--- config.mk ---
export PLATFORM = sky130hd
export DESIGN_NAME = pipe_hazard_ctrl
export DESIGN_NICKNAME = d
export VERILOG_FILES = /design/src/rtl/pipe_pkg.sv /design/src/rtl/pipe_hazard_ctrl_hazard_detect.sv /design/src/rtl/pipe_hazard_ctrl.sv
export SDC_FILE = /design/constraint.sdc
export NUM_CORES = 1
export LEC_CHECK = 0
export CAP_MARGIN = 25
export CORE_UTILIZATION = 33
export DETAILED_ROUTE_END_ITERATION = 8
export PLACE_DENSITY_LB_ADDON = 0.12
export SETUP_SLACK_MARGIN = 0.1
export SLEW_MARGIN = 5
export SYNTH_ARGS = -nofsm -noshare
export SYNTH_HDL_FRONTEND = slang
export SYNTH_SLANG_ARGS = --single-unit
--- constraint.sdc ---
create_clock -name clk -period 2.8 [get_ports clk]
set_input_delay 0.42 -clock clk [delete_from_list [all_inputs] [get_ports clk]]
set_output_delay 0.42 -clock clk [all_outputs]
set_load 0.01 [all_outputs]
--- src/rtl/pipe_pkg.sv ---
// Shared definitions for the pipeline hazard/stall sequencer.
// Provides the sequencer FSM state encoding, the hard-wired zero register
// number and the load/store opcodes used by the decoder.
package pipe_pkg;

  typedef enum logic [1:0] {
    ST_RUN      = 2'd0,
    ST_MEM_WAIT = 2'd1
  } state_e;

  localparam logic [4:0] REG_ZERO = 5'd0;

  localparam logic [5:0] OP_LW = 6'b100011;
  localparam logic [5:0] OP_SW = 6'b101011;

endpackage

--- src/rtl/pipe_hazard_ctrl_hazard_detect.sv ---
// Load-use hazard comparator (purely combinational).
// Ports:
//   id_rs, id_rt  - source register fields of the instruction in ID
//   ex_rw         - destination register of the instruction in EX
//   ex_memtoreg   - instruction in EX is a load
//   load_use      - ID reads a register the EX load has not produced yet
module hazard_detect
  import pipe_pkg::*;
(
  input  logic [4:0] id_rs,
  input  logic [4:0] id_rt,
  input  logic [4:0] ex_rw,
  input  logic       ex_memtoreg,
  output logic       load_use
);

  // r0 is never written, so a load targeting it cannot create a dependency.
  assign load_use = ex_memtoreg & (ex_rw != REG_ZERO) &
                    ((ex_rw == id_rs) | (ex_rw == id_rt));

endmodule

--- src/rtl/pipe_hazard_ctrl.sv ---
// Central stall/flush sequencer for the five-stage pipeline.
// Drives hold/flush controls of PC, IF/ID, ID/EX, EX/MEM and MEM/WB, resolves
// load-use hazards and taken-branch flushes, and runs the multi-cycle
// data-memory handshake with a timeout.
// Ports:
//   clk, rst_n        - clock (rising edge), asynchronous active-low reset
//   id_rs, id_rt      - ID source registers
//   ex_rw             - EX destination register
//   ex_memtoreg       - EX holds a load
//   ex_branch_taken   - branch resolved taken in EX
//   mem_memwr         - store in MEM
//   mem_memtoreg      - load in MEM
//   dmem_ready        - data memory completes this cycle
//   dmem_req          - data memory request
//   pc_hold .. mem_wb_bubble - pipeline register controls
//   mem_err           - sticky memory-timeout flag
//   stall_cnt         - saturating count of cycles with pc_hold=1
//   state             - FSM state (debug)
module pipe_hazard_ctrl
  import pipe_pkg::*;
#(
  parameter int MAX_WAIT = 16,
  parameter int CNT_W    = 16
) (
  input  logic             clk,
  input  logic             rst_n,
  input  logic [4:0]       id_rs,
  input  logic [4:0]       id_rt,
  input  logic [4:0]       ex_rw,
  input  logic             ex_memtoreg,
  input  logic             ex_branch_taken,
  input  logic             mem_memwr,
  input  logic             mem_memtoreg,
  input  logic             dmem_ready,
  output logic             dmem_req,
  output logic             pc_hold,
  output logic             if_id_hold,
  output logic             if_id_flush,
  output logic             id_ex_hold,
  output logic             id_ex_flush,
  output logic             ex_mem_hold,
  output logic             mem_wb_bubble,
  output logic             mem_err,
  output logic [CNT_W-1:0] stall_cnt,
  output logic [1:0]       state
);

  localparam logic [7:0] WAIT_LAST = 8'(MAX_WAIT - 1);

  state_e           state_q, state_d;
  logic [7:0]       wait_cnt_q, wait_cnt_d;
  logic             mem_err_q, mem_err_d;
  logic [CNT_W-1:0] stall_cnt_q, stall_cnt_d;

  logic mem_acc;
  logic in_wait;
  logic timeout;
  logic freeze;
  logic load_use;

  hazard_detect u_hazard_detect (
    .id_rs       (id_rs),
    .id_rt       (id_rt),
    .ex_rw       (ex_rw),
    .ex_memtoreg (ex_memtoreg),
    .load_use    (load_use)
  );

  always_comb begin
    mem_acc = mem_memwr | mem_memtoreg;
    in_wait = (state_q == ST_MEM_WAIT);
    timeout = in_wait & (wait_cnt_q == WAIT_LAST) & ~dmem_ready;
    freeze  = mem_acc & ~dmem_ready & ~timeout;
  end

  // Controls are gated by rst_n so a reset mid-access drops the request
  // immediately, without waiting for a clock edge.
  always_comb begin
    dmem_req      = 1'b0;
    pc_hold       = 1'b0;
    if_id_hold    = 1'b0;
    if_id_flush   = 1'b0;
    id_ex_hold    = 1'b0;
    id_ex_flush   = 1'b0;
    ex_mem_hold   = 1'b0;
    mem_wb_bubble = 1'b0;
    mem_err       = 1'b0;
    if (rst_n) begin
      dmem_req = in_wait | mem_acc;
      mem_err  = mem_err_q | timeout;
      if (freeze) begin
        // EX is held too, so branch/load-use get re-evaluated after the freeze.
        pc_hold       = 1'b1;
        if_id_hold    = 1'b1;
        id_ex_hold    = 1'b1;
        ex_mem_hold   = 1'b1;
        mem_wb_bubble = 1'b1;
      end else if (ex_branch_taken) begin
        // The ID instruction is squashed, so its load-use hazard is moot.
        if_id_flush = 1'b1;
        id_ex_flush = 1'b1;
      end else if (load_use) begin
        pc_hold     = 1'b1;
        if_id_hold  = 1'b1;
        id_ex_flush = 1'b1;
      end
    end
  end

  assign stall_cnt = stall_cnt_q;
  assign state     = state_q;

  always_comb begin
    state_d     = state_q;
    wait_cnt_d  = wait_cnt_q;
    mem_err_d   = mem_err_q | timeout;
    stall_cnt_d = stall_cnt_q;
    if (pc_hold && (stall_cnt_q != {CNT_W{1'b1}})) begin
      stall_cnt_d = stall_cnt_q + CNT_W'(1);
    end
    case (state_q)
      ST_RUN: begin
        if (mem_acc & ~dmem_ready) begin
          state_d    = ST_MEM_WAIT;
          wait_cnt_d = 8'd1;
        end else begin
          wait_cnt_d = 8'd0;
        end
      end
      ST_MEM_WAIT: begin
        // A dropped request is treated as completion rather than hanging.
        if (dmem_ready | timeout | ~mem_acc) begin
          state_d    = ST_RUN;
          wait_cnt_d = 8'd0;
        end else begin
          wait_cnt_d = wait_cnt_q + 8'd1;
        end
      end
      default: begin
        state_d    = ST_RUN;
        wait_cnt_d = 8'd0;
      end
    endcase
  end

  always_ff @(posedge clk or negedge rst_n) begin
    if (!rst_n) begin
      state_q     <= ST_RUN;
      wait_cnt_q  <= 8'd0;
      mem_err_q   <= 1'b0;
      stall_cnt_q <= '0;
    end else begin
      state_q     <= state_d;
      wait_cnt_q  <= wait_cnt_d;
      mem_err_q   <= mem_err_d;
      stall_cnt_q <= stall_cnt_d;
    end
  end

endmodule

==> summary.txt <==
Yosys
  – Synth warn: 0
  – Mapped Area: 1440 um^2
  – Most instantiated cells after synthesis: 26 x dfrtp_1, 17 x xnor2_1, 14 x xor2_1
  – Synth top area share: 45.1%
  – Most frequent cell after synthesis: dfrtp_1
  – Post-Syn Area per Cell: 10.5 um^2
  – EDFF count, synth: 0
  – Seq cells post-synth: 26
  – Commonest register cell after synthesis: dfrtp_1
  – Largest cells by area after synthesis: dfrtp_1 45%, xnor2_1 10%, xor2_1 8.5%
  – Async SR Flop Fraction: 100%
  – Post-synth cell types: 31
  – Area leader, netlist: dfrtp_1
  – Post-Synthesis Cells: 137
  – Syn Nets: 161
  – Register area share after synthesis: 45.1%

Layout
  – Fill cell count: between 300 and 400
  – Antenna cells: 0
  – Share of post-route cells with drive strength above 1: 14.4%
  – Layout overhead on the synthesized area: 45.0%
  – Post-layout instance area: 2090 um^2
  – Layout Nets: 221

Timing
  – Period utilization: 95.7%
  – Setup TNS: 0 ns
  – Worst Skew: 0.00155 ns
  – Final setup vio count: 0
  – Fin. Hold Viols: 0
  – Final setup margin: 0.119 ns
  – Max frequency: 0.373 GHz
  – Slew Limit Fails: 0
  – Period minus WS final: around 2.7 ns
  – Worst hold slack: 0.459 ns
  – RSZ-0062 raised after global routing: true

Pwr
  – Clock power share: 21.1%
  – Max VDD drop: 0.000440 V
  – Seq pwr share: 49.7%
  – Switching portion of total power: 30.0%
  – Pwr/cell area: 465 nW/um^2
  – Leakage: 0.952 nW
  – Overall Power: 0.000972 W
  – Sw power: 0.000291 W
  – Logic gate share of total power: 29.2%
  – Int Pwr: around 0.00068 W

Clock tree
  – Max clock buf depth: 2
  – CTS tree: done
  – Clock sink total: 26
  – CTS buffer count: 3
  – Worst-Skew Late Latency: 0.26 ns
  – H-Tree Depth: 1
  – Root Buffer: clkbuf_8
  – Worst-path clk slew: 0.08 ns

Placement
  – Routability cong.: 0.772
  – IO buf count: between 40 and 50
  – Post-DP HPWL: 2620 um
  – Area after DPL: 2000 um^2
  – Dpl ws: -0.0112 ns

Worst setup path
  – Critical path type: flop to output port
  – CP Capture Type: output port
  – WP data required: 2.38 ns
  – Startpoint Class: flop
  – Max FO, Critical Path: 2
  – CP arrival: 2.26 ns

Drt
  – DRT iter0 DRCs: 37
  – Drt drc: 0
  – DRT antenna net count: 0
  – Total Wirelength: between 3000 and 4000 um
  – Wirelength per Cell: about 14 um
  – Via Count: 1211
  – 1st-pass router iterations: 4
  – Routed vias/inst: about 5

Die
  – IO Pins: between 40 and 50
  – Initial Util: 35.3%
  – Core Box Area: roughly 4100 um^2
  – Die extent in x: ~68 um
  – Chip height: 68.1 um
  – Die area: 4640 um^2
  – Row Count: 23

Global route
  – GRT Total Usage: 16.8%
  – Initial antenna violation count: 0
  – GRT overflow: 0
  – Vias in the first global route: 1275
  – Largest net degree at the start of global routing: 20
  – Global-route wire length before repair: 5810 um

Min path
  – Min-Delay Path Class: flop to flop

Job
  – Max-Cap Viols: 0

Status
  – Status: complete, no violations
## routing by layer
| metal | track usage [%] | part of all wire, % |
|---|---|---|
| met1 | 21.7 | 46 |
| met2 | 27.9 | 49 |
| met3 | 4.67 | 4.3 |
| met4 | 3.39 | 0.75 |
| met5 | 0 | 0 |
## worst paths after layout
| path | from | end | slack, ns | cells after the start |
|---|---|---|---|---|
| max | wait_cnt_q[5]$_DFF_PN0_ | mem_err | 0.12 | 5 |
| max reg2reg | stall_cnt[0]$_DFFE_PN0P_ | stall_cnt[12]$_DFFE_PN0P_ | 0.43 | 8 |
| min in group asynchronous | rst_n | stall_cnt[4]$_DFFE_PN0P_ | 0.70 | 2 |
| min reg2reg | mem_err_q$_DFF_PN0_ | mem_err_q$_DFF_PN0_ | 0.46 | 1 |
| min | mem_err_q$_DFF_PN0_ | mem_err_q$_DFF_PN0_ | 0.46 | 1 |
| max in group asynchronous | rst_n | state[0]$_DFFE_PN0P_ | 1.81 | 2 |
## layout by cell type, fill, tap and decap left out, types with 2 or more instances in the layout
cell,instances
nand3_1,6
xor2_1,14
nand4_1,9
nor2_1,11
xnor2_1,17
inv_1,3
nand2_1,6
clkbuf_8,3
dlymetal6s2s_1,2
dfrtp_1,25
or4b_4,2
and3_1,7
ha_1,2
buf_4,15
clkdlybuf4s50_1,40
and4_1,3
nor3_1,4
dlygate4sd2_1,5
and2_1,5
## flip-flops by register name, indices dropped and copies added (netlist names)
signal and count:
state 1, mem_err_q 1, stall_cnt 16, wait_cnt_q 8
## layout make-up
| class | count | area, um^2 | area share (%) |
|---|---|---|---|
| Clock buffer | 3 | 41.3 | 1.98 |
| Inverter | 3 | 11.3 | 0.539 |
| Multi-Input combinational cell | 101 | 741 | 35.4 |
| Sequential cell | 26 | 652 | 31.2 |
| Tap cell | 50 | 62.6 | 2.99 |
| Timing Repair Buffer | 62 | 582 | 27.8 |
## what timing repair did
item | in CTS | in global routing
buffers inserted | 2 | 1
hold buffers | 0 | 0
pin swaps | 1 | 1
gates resized for setup | 10 | 3
setup endpoints to repair | 7 | 3
## metrics by stage
| step | std cells | util (%) |
|---|---|---|
| global route | 245 | 51.1 |
| detailed placement | 239 | 49.1 |
| finish | 245 | 51.1 |
| global placement | 239 | 49.1 |
| floorplan | 137 | - |
| CTS | 244 | 50.8 |
## power by group through the flow
stage,Combinational [W],Clock [W],Sequential (W)
floorplan,0.000114,0,0.000489
global placement,0.000279,0,0.000484
detailed placement,0.000282,0,0.000486
CTS,0.000286,0.000217,0.000481
global route,0.000309,0.000234,0.000493
finish,0.000283,0.000205,0.000483
## logic make-up after synthesis
family	synth area share, %
and+or+nand+nor	22.4
xor gates and xnor gates	18.8
DFF	45.1
AOI/OAI and AO/OA	5.90
buffers and inverters	4.95
adders and majority gates	1.74
other	0.260
muxes	0.781
## critical path, cell delays in order, from the launching register on
cell and delay [ns]:
dfrtp_1 0.39, or4b_4 0.56, nor3_1 0.22, a21o_1 0.17, and2_1 0.12, clkdlybuf4s50_1 0.54
(Power assumes the default switching activity.)
